--- config.mk ---
export PLATFORM = sky130hd
export DESIGN_NAME = ip_hdr_patch
export DESIGN_NICKNAME = d
export VERILOG_FILES = /design/src/rtl/ip_hdr_patch.sv
export SDC_FILE = /design/constraint.sdc
export NUM_CORES = 1
export LEC_CHECK = 0
export ABC_AREA = 1
export CAP_MARGIN = 40
export CELL_PAD_IN_SITES_DETAIL_PLACEMENT = 0
export CELL_PAD_IN_SITES_GLOBAL_PLACEMENT = 1
export CORE_MARGIN = 10
export CORE_UTILIZATION = 40
export DETAILED_ROUTE_END_ITERATION = 10
export GPL_TIMING_DRIVEN = 0
export PLACE_DENSITY_LB_ADDON = 0.1
export SYNTH_ARGS = -nofsm -noshare
export SYNTH_HDL_FRONTEND = slang
export SYNTH_SLANG_ARGS = --single-unit
--- constraint.sdc ---
create_clock -name i_clk -period 6 [get_ports i_clk]
set_input_delay 0.6 -clock i_clk [delete_from_list [all_inputs] [get_ports i_clk]]
set_output_delay 0.6 -clock i_clk [all_outputs]
set_load 0.02 [all_outputs]
--- src/rtl/ip_hdr_patch.sv ---
// IPv4 header patcher: fills in total length, then reads the 20-byte header back
// and writes the one's-complement header checksum into bytes 10-11.
module ip_hdr_patch #(
  parameter int ADDR_WIDTH = 11,
  parameter int EXTRA_LEN  = 30
) (
  input  logic                  i_clk,
  input  logic                  i_rst_n,
  input  logic                  i_trig,
  input  logic [ADDR_WIDTH-1:0] i_data_st,
  input  logic [ADDR_WIDTH-1:0] i_next_data_st,
  output logic [4:0]            o_iph_addr,
  output logic                  o_iph_rd_en,
  input  logic [7:0]            i_iph_rdata,
  output logic [7:0]            o_iph_wdata,
  output logic                  o_iph_wr_en,
  output logic                  o_ready
);

  typedef enum logic [2:0] {
    S_IDLE, S_LEN, S_READ, S_DRAIN, S_FOLD, S_FIN, S_WRITE
  } state_t;

  state_t            state_q, state_d;
  logic              trig_prev_q, trig_prev_d;
  logic [15:0]       len_q, len_d;
  logic [17:0]       acc_q, acc_d;
  logic [7:0]        hi_q, hi_d;
  logic [15:0]       ck_q, ck_d;
  logic [1:0]        cnt_q, cnt_d;
  logic              vld_p1_q, vld_p1_d;
  logic [4:0]        raddr_p1_q, raddr_p1_d;
  logic              ready_q, ready_d;
  logic              rd_en_q, rd_en_d;
  logic              wr_en_q, wr_en_d;
  logic [4:0]        addr_q, addr_d;
  logic [7:0]        wdata_q, wdata_d;

  logic [ADDR_WIDTH-1:0] span;
  logic [15:0]           total_len;
  logic [7:0]            rbyte;
  logic [15:0]           sum;

  assign span      = i_next_data_st - i_data_st;
  assign total_len = 16'(span) + 16'(EXTRA_LEN);

  // End-around carry is folded on every add so 18 bits never overflow.
  function automatic logic [17:0] acc_add(input logic [17:0] acc, input logic [15:0] w);
    return {2'b00, acc[15:0]} + {16'd0, acc[17:16]} + {2'b00, w};
  endfunction

  function automatic logic [7:0] sub_byte(input logic [4:0] a, input logic [7:0] d,
                                          input logic [15:0] len);
    case (a)
      5'd2:        return len[15:8];
      5'd3:        return len[7:0];
      5'd10, 5'd11: return 8'h00;
      default:     return d;
    endcase
  endfunction

  always_comb begin
    state_d     = state_q;
    trig_prev_d = i_trig;
    len_d       = len_q;
    acc_d       = acc_q;
    hi_d        = hi_q;
    ck_d        = ck_q;
    cnt_d       = cnt_q;
    ready_d     = ready_q;
    rd_en_d     = 1'b0;
    wr_en_d     = 1'b0;
    addr_d      = addr_q;
    wdata_d     = wdata_q;
    vld_p1_d    = rd_en_q;
    raddr_p1_d  = addr_q;
    rbyte       = sub_byte(raddr_p1_q, i_iph_rdata, len_q);
    sum         = acc_q[15:0] + {15'd0, acc_q[16]};

    // Read data returns one cycle after its strobe; pair bytes into words.
    if (vld_p1_q) begin
      if (!raddr_p1_q[0]) hi_d = rbyte;
      else                acc_d = acc_add(acc_q, {hi_q, rbyte});
    end

    case (state_q)
      S_IDLE: begin
        if (i_trig && !trig_prev_q) begin
          ready_d = 1'b0;
          state_d = S_LEN;
        end
      end
      S_LEN: begin
        len_d   = total_len;
        acc_d   = '0;
        rd_en_d = 1'b1;
        addr_d  = 5'd0;
        state_d = S_READ;
      end
      S_READ: begin
        if (addr_q == 5'd19) begin
          addr_d  = 5'd0;
          state_d = S_DRAIN;
        end else begin
          rd_en_d = 1'b1;
          addr_d  = addr_q + 5'd1;
        end
      end
      S_DRAIN: state_d = S_FOLD;
      S_FOLD: begin
        acc_d   = {2'b00, acc_q[15:0]} + {16'd0, acc_q[17:16]};
        state_d = S_FIN;
      end
      S_FIN: begin
        ck_d    = ~sum;
        wr_en_d = 1'b1;
        addr_d  = 5'd2;
        wdata_d = len_q[15:8];
        cnt_d   = 2'd0;
        state_d = S_WRITE;
      end
      S_WRITE: begin
        cnt_d = cnt_q + 2'd1;
        case (cnt_q)
          2'd0: begin wr_en_d = 1'b1; addr_d = 5'd3;  wdata_d = len_q[7:0];  end
          2'd1: begin wr_en_d = 1'b1; addr_d = 5'd10; wdata_d = ck_q[15:8]; end
          2'd2: begin wr_en_d = 1'b1; addr_d = 5'd11; wdata_d = ck_q[7:0];  end
          default: begin
            addr_d  = 5'd0;
            wdata_d = 8'h00;
            ready_d = 1'b1;
            state_d = S_IDLE;
          end
        endcase
      end
      default: state_d = S_IDLE;
    endcase
  end

  always_ff @(posedge i_clk or negedge i_rst_n) begin
    if (!i_rst_n) begin
      state_q     <= S_IDLE;
      trig_prev_q <= 1'b0;
      len_q       <= '0;
      acc_q       <= '0;
      hi_q        <= '0;
      ck_q        <= '0;
      cnt_q       <= '0;
      vld_p1_q    <= 1'b0;
      raddr_p1_q  <= '0;
      ready_q     <= 1'b0;
      rd_en_q     <= 1'b0;
      wr_en_q     <= 1'b0;
      addr_q      <= '0;
      wdata_q     <= '0;
    end else begin
      state_q     <= state_d;
      trig_prev_q <= trig_prev_d;
      len_q       <= len_d;
      acc_q       <= acc_d;
      hi_q        <= hi_d;
      ck_q        <= ck_d;
      cnt_q       <= cnt_d;
      vld_p1_q    <= vld_p1_d;
      raddr_p1_q  <= raddr_p1_d;
      ready_q     <= ready_d;
      rd_en_q     <= rd_en_d;
      wr_en_q     <= wr_en_d;
      addr_q      <= addr_d;
      wdata_q     <= wdata_d;
    end
  end

  assign o_iph_addr  = addr_q;
  assign o_iph_rd_en = rd_en_q;
  assign o_iph_wdata = wdata_q;
  assign o_iph_wr_en = wr_en_q;
  assign o_ready     = ready_q;

endmodule

==> results_dict.tcl, run 1 <==
set metrics [dict create \
    relSlewSlack_pct 41.3 \
    cts_sinks 82 \
    final_net_count 924 \
    multi_input_area_um2 3250 \
    synth_area_leaders "dfrtp_1, nand2_1, ha_1" \
    grt_antenna_before_repair 0 \
    setup_viol 0 \
    crit_fanout 7 \
    tns_ns 0 \
    clock_path_buffers 2 \
    synth_top_area_share_pct 35.4 \
    drive_above_1_share_pct 6.64 \
    core.rowCount 43 \
    worst_slew_pin_slew_ns 0.872 \
    initial_core_util_pct 41.2 \
    clk_pin_slew_worst_paths_ns 0.06 \
    syn2layout_area_growth_pct 18.0 \
    first_global_vias 5057 \
    fin_skew_ns 0.00906 \
    ff_latch_area_um2 2050 \
    final-max-slew-violation-count 0 \
    finalNonFillerCells 1038 \
    cp.required_ns 6.23 \
    async_flop_share_pct 100 \
    die_x_um 140 \
    powerDensity_nw_per_um2 586 \
    antenna_cells 0 \
    portBuffers 48 \
    syn_area_um2 5790 \
    finalHoldViolCount 0 \
    ys_types 41 \
    path_class "reg -> reg" \
    syn_nets 864 \
    finalCritPeriodShare_pct 55.0 \
    max_freq_mhz 303 \
    cts-resized-gates 0 \
    yosysTopAreaCell "dfrtp_1" \
    synth_edf_count 0 \
    dieArea_um2 19700 \
    placed_cells 1022 \
    htree_levels 3 \
    detail_route.first_pass.iterations 5 \
    synthesis.instances 793 \
    postRouteAntennaNets 0 \
    pre_cts_ws_ns 2.69 \
    numCtsBuffers 9 \
    design.core.area_um2 14000 \
    grt_pass1_wl_mm 26.5 \
    via_count 5319 \
    leakage_nw 3.41 \
    gr-usage-all-layers_pct 16.5 \
    vias_per_cell 5.12 \
    fillers 1397 \
    cts-root-buf "clkbuf_16" \
    period_minus_slack_ns 3.30 \
    cts_setup_buffers 0 \
    grt_max_degree 45 \
    seq_area_frac_synth_pct 35.4 \
    crit_path_end_kind "register" \
    rsz0062_at_grt "false" \
    ctsHoldBuffers 0 \
    drt-initial-drc-count 420 \
    synth_flop_cell "dfrtp_1" \
    outcome "complete, no violations" \
    synth_seq_cells 82 \
    worstPathArrival_ns 3.53 \
    pin_count 49 \
    syn_area_per_cell_um2 7.30 \
    worst_slack_ns 2.70 \
    ir_worst_vdd_uv 239 \
    wirelength_mm 16.3 \
    clk_latency_ns 0.35 \
    yosys_warnings 0 \
    fp.dieH_um 140 \
    cts_tree "yes" \
    drcViolationCount 0 \
    grt_overflow 0 \
    gp_congestion 0.900 \
    dp_hpwl_mm 13.3 \
    start_kind "register" \
    post_drt_wl_per_cell_um 15.7 \
    hold_path_class "in -> async" \
    cap_violations 0 \
]
[sequential cells by signal, summed over array words and instances (netlist names)]
signal       flops
raddr_p1_q       5
hi_q             8
o_iph_addr       5
trig_prev_q      1
o_iph_wr_en      1
vld_p1_q         1
o_ready          1
o_iph_wdata      8
len_q           12
ck_q            16
state_q          3
acc_q           18
o_iph_rd_en      1
cnt_q            2
[synthesized netlist by cell type, types with 6 or more instances]
library cell    n
nor2_1         54
inv_2           6
o21ai_0        58
nand4_1         8
inv_1          94
a31oi_1         8
nand3_1        57
a22o_1          7
nor2_2          7
ha_1           35
mux2_2          7
dfrtp_1        82
xor2_1         24
nand2_1       233
a21oi_1        47
[through the flow]
stage	utilization (%)	instance area, um2	hold slack, ns	total power (W)
after global routing	48.7	6830	0.263	0.00435
after global placement	46.3	6500	0.366	0.00338
after floorplan	-	5790	0.304	0.00267
final	48.7	6830	0.228	0.00401
after detailed placement	46.4	6520	0.378	0.00340
after CTS	48.7	6830	0.232	0.00400
[report_power, final]
group	leakage (nW)	switching (W)	internal (W)	total, W
combinational	2.24	0.00150	0.000875	0.00238
sequential	1.02	0.000243	0.000802	0.00105
clock	0.154	0.000234	0.000349	0.000584
total	3.41	0.00198	0.00203	0.00401
[kinds of logic (layout without fill, tap and decap cells)]
group	count (synthesis)	after routing	synth area share, %
buf+inv	116	181	8.38
mux	7	7	1.36
flops	82	82	35.4
simple gates	377	377	27.9
compound gates	146	146	14.3
fa+ha+maj	38	38	8.60
xor+xnor	27	27	4.08
[cell usage in the layout (no fill, tap or decap), types with 8 or more instances in the layout]
master | synthesis | layout
nand4_1 | 8 | 8
nand3_1 | 57 | 57
clkdlybuf4s50_1 | 0 | 47
clkbuf_16 | 0 | 9
nand2_1 | 233 | 233
a31oi_1 | 8 | 8
xor2_1 | 24 | 24
a21oi_1 | 47 | 47
inv_1 | 94 | 94
nor2_1 | 54 | 54
o21ai_0 | 58 | 58
ha_1 | 35 | 35
dfrtp_1 | 82 | 82
[area by class of cell]
class / instances / share of cell area [%]
inverters: 102 / 5.75
repair buffers: 49 / 7.40
clock buffers: 12 / 3.75
flip-flops and latches: 82 / 30.0
plain buffers: 14 / 1.35
multi-input cells: 595 / 47.6
clock inverters: 4 / 0.824
well taps: 180 / 3.30
[layer usage]
layer,share of wire (%),vias up,global-route usage [%]
met5,0,-,0
met4,0.98,0,4.02
met3,3.6,9,3.18
met2,43,95,24.7
met1,52,2478,23.6
li1,-,2737,-
[critical path, cell delays in order, from the launching register on]
cell      delay [ns]
dfrtp_1         0.36
nor2_1          0.09
inv_1           0.04
nor2_1          0.19
nand3_1         0.13
inv_1           0.21
nand2_1         0.08
o211ai_1        0.13
ha_1            0.25
inv_1           0.07
fa_1            0.41
o21ai_0         0.45
nand2_1         0.09
nand2_1         0.13
nand3_1         0.13
nand2_1         0.08
nand2_1         0.05
nand3_1         0.10
nand2_1         0.06
nand2_1         0.07
nand2_1         0.05
[path summary, 6_finish.rpt]
check,cells after the start,slack (ns),start,end
hold / removal,1,0.23,i_rst_n,state_q[0]
setup reg to reg,20,2.70,raddr_p1_q[4],acc_q[14]
setup / recovery,20,2.70,raddr_p1_q[4],acc_q[14]
max in group asynchronous,2,5.15,i_rst_n,acc_q[15]
min in group i_clk,0,0.38,o_iph_rd_en,vld_p1_q
hold reg to reg,0,0.38,o_iph_rd_en,vld_p1_q
Note: power is estimated with default switching activity, not from simulation.
==> run 2, diff against run 1 <==
- CORE_UTILIZATION: 40 -> 39
- clock period: 6 -> 2.7 ns (I/O delays scaled with it)
==> run 2 against run 1 <==
  * The flow now finishes with violations (negative setup slack)
  * Non-clock buffer count is 20 higher
  * Global-route usage is 0.54 points higher
  * Design area is 13% higher
  * Critical path depth down 2
  * Final cell count grew 2.2%
  * Clock-buffer cell count fell by 1
  * Setup slack got worse by 2.8 ns
  * Sequential power up 130%
  * Combinational power rose to 2.9 times the previous value
  * First-iteration DRC count is 11% lower
  * Via count increased by 4.5%
  * Die area rose by 2.2%
  * Critical path type unchanged
  * Critical endpoint is now acc_q[17]
  * Largest power group unchanged
==> results_dict.tcl, run 2 (synthesized netlist as in run 1, its figures left out) <==
set metrics [dict create \
    drcViolationCount 0 \
    largest_reg_flops 18 \
    hold_path_class "reg -> reg" \
    ir_worst_vdd_uv 513 \
    cts_sinks 82 \
    finalCritPeriodShare_pct 105 \
    htree_levels 3 \
    outcome "finished, violations left" \
    portBuffers 48 \
    slowest_delay_ns 0.40 \
    setup_viol 6 \
    worst_slack_ns -0.140 \
    wl_met1_mm 8.53 \
    vias_per_cell 5.24 \
    finalHoldViolCount 0 \
    worst_slew_pin_slew_ns 0.859 \
    clk_pin_slew_worst_paths_ns 0.06 \
    post_drt_wl_per_cell_um 16.4 \
    drt-initial-drc-count 375 \
    grt_max_degree 47 \
    path_class "reg -> reg" \
    grt_antenna_before_repair 0 \
    final_net_count 944 \
    crit_family "simple AND/OR/NAND/NOR gates" \
    antenna_cells 0 \
    pin_count 49 \
    worst_r2r_path_depth 18 \
    final-max-slew-violation-count 0 \
    layout.cells.most_common_list "nand2_1, inv_1, dfrtp_1, nand3_1, clkdlybuf4s50_1" \
    cts-root-buf "clkbuf_16" \
    crit_chain "ha_4, fa_2, nand3_4, nor2_4, nand2_4, nor3_4, nand2_1, nand2_1, nand2_1, inv_2, ha_4, a21oi_2, o21ai_1, a21oi_2, nand2_2, buf_4, a21oi_2, o21ai_1" \
    gr-usage-all-layers_pct 17.0 \
    met3_wirelength_um 656 \
    core.rowCount 44 \
    dp_hpwl_mm 13.4 \
    postRouteAntennaNets 0 \
    leakage_nw 3.60 \
    wl_met2_mm 7.88 \
    via_count 5556 \
    largestRegisters "acc_q x18, ck_q x16, len_q x12" \
    tns_ns -0.481 \
    clk_latency_ns 0.34 \
    design.core.area_um2 14500 \
    powerDensity_nw_per_um2 1390 \
    finalNonFillerCells 1061 \
    grt_pass1_wl_mm 27.7 \
    start_kind "register" \
    top_layer "met4" \
    wirelength_mm 17.4 \
    fillers 1394 \
    detail_route.first_pass.iterations 5 \
    slowest_stage "dfrtp_1" \
    critPathBufInv 2 \
    period_minus_slack_ns 2.84 \
    mostFrequentLayoutCell "nand2_1" \
    total_power_w 0.0107 \
    cp.required_ns 2.92 \
    placed_cells 1026 \
    grt_overflow 0 \
    die_x_um 142 \
    max_freq_mhz 352 \
    violations "negative setup slack" \
    numCtsBuffers 9 \
    gp_congestion 0.969 \
    whs_path_depth 0 \
    worstPathArrival_ns 3.06 \
    syn2layout_area_growth_pct 33.2 \
    rsz0062_at_grt "true" \
    pre_cts_ws_ns -0.509 \
    first_global_vias 5315 \
    fin_skew_ns 0.00666 \
    fp.dieH_um 142 \
    dieArea_um2 20100 \
    drive_above_1_share_pct 19.6 \
    initial_core_util_pct 39.8 \
    crit_fanout 4 \
    cap_violations 0 \
    regMostFlops "acc_q" \
    clock_path_buffers 2 \
    cts_tree "yes" \
    crit_path_end_kind "register" \
    path_depth 18 \
    relSlewSlack_pct 42.2 \
]
==> run 2: cell types whose count changed in the layout (fill, tap and decap cells not counted), sizes merged <==
cell         delta
dlygate4sd3     +1
clkinvlp        +1
inv             -2
bufinv          +1
buf            +19
clkbuf          -1
==> run 2: where the power goes <==
part           internal (W)  total, W  switching [W]
sequential          0.00179   0.00240       0.000612
clock              0.000833   0.00134       0.000505
combinational       0.00287   0.00695        0.00408
==> run 2: what timing repair did <==
item                                   in CTS  in global routing
gates resized for setup                    75                 65
pin swaps                                  26                 41
setup buffers                               8                 11
endpoints found under the hold margin      36                  0
setup endpoints to repair                  14                 13
hold buffers                                1                  0
cloned                                      0                  0
==> run 2: path summary, 6_finish.rpt <==
path	startpoint	to	slack, ns
worst min-delay path	o_iph_rd_en	vld_p1_q	0.38
worst max register to register	acc_q[16]	acc_q[17]	-0.14
min in group asynchronous	i_rst_n	state_q[0]	0.43
worst min register to register	o_iph_rd_en	vld_p1_q	0.38
worst max-delay path	acc_q[16]	acc_q[17]	-0.14
max in group asynchronous	i_rst_n	acc_q[17]	1.65
==> run 2: final cells by class <==
class                      instances  area, um2  area share [%]
buffer                            14       92.6            1.20
inverter                         102        393            5.09
multi-input combinational        595       3940            51.1
sequential                        82       2060            26.7
tap                              184        230            2.99
clock buffer                      11        243            3.15
clock inverter                     4       76.3           0.990
timing repair buffer              69        683            8.86
==> run 2: routing by layer <==
metal	GRT usage, %	up-vias
li1	-	2762
met1	24.4	2657
met2	26.0	118
met3	2.50	19
met4	4.57	0
met5	0	-
==> run 2: per-stage QoR <==
| stage | cell area (um2) | hold slack, ns | util, % |
|---|---|---|---|
| final | 7710 | 0.377 | 53.1 |
| after global routing | 7710 | 0.403 | 53.1 |
| after CTS | 7320 | 0.383 | 50.4 |
| after detailed placement | 6530 | 0.271 | 44.9 |
| after global placement | 6500 | 0.366 | 44.7 |
| after floorplan | 5790 | -0.0256 | - |
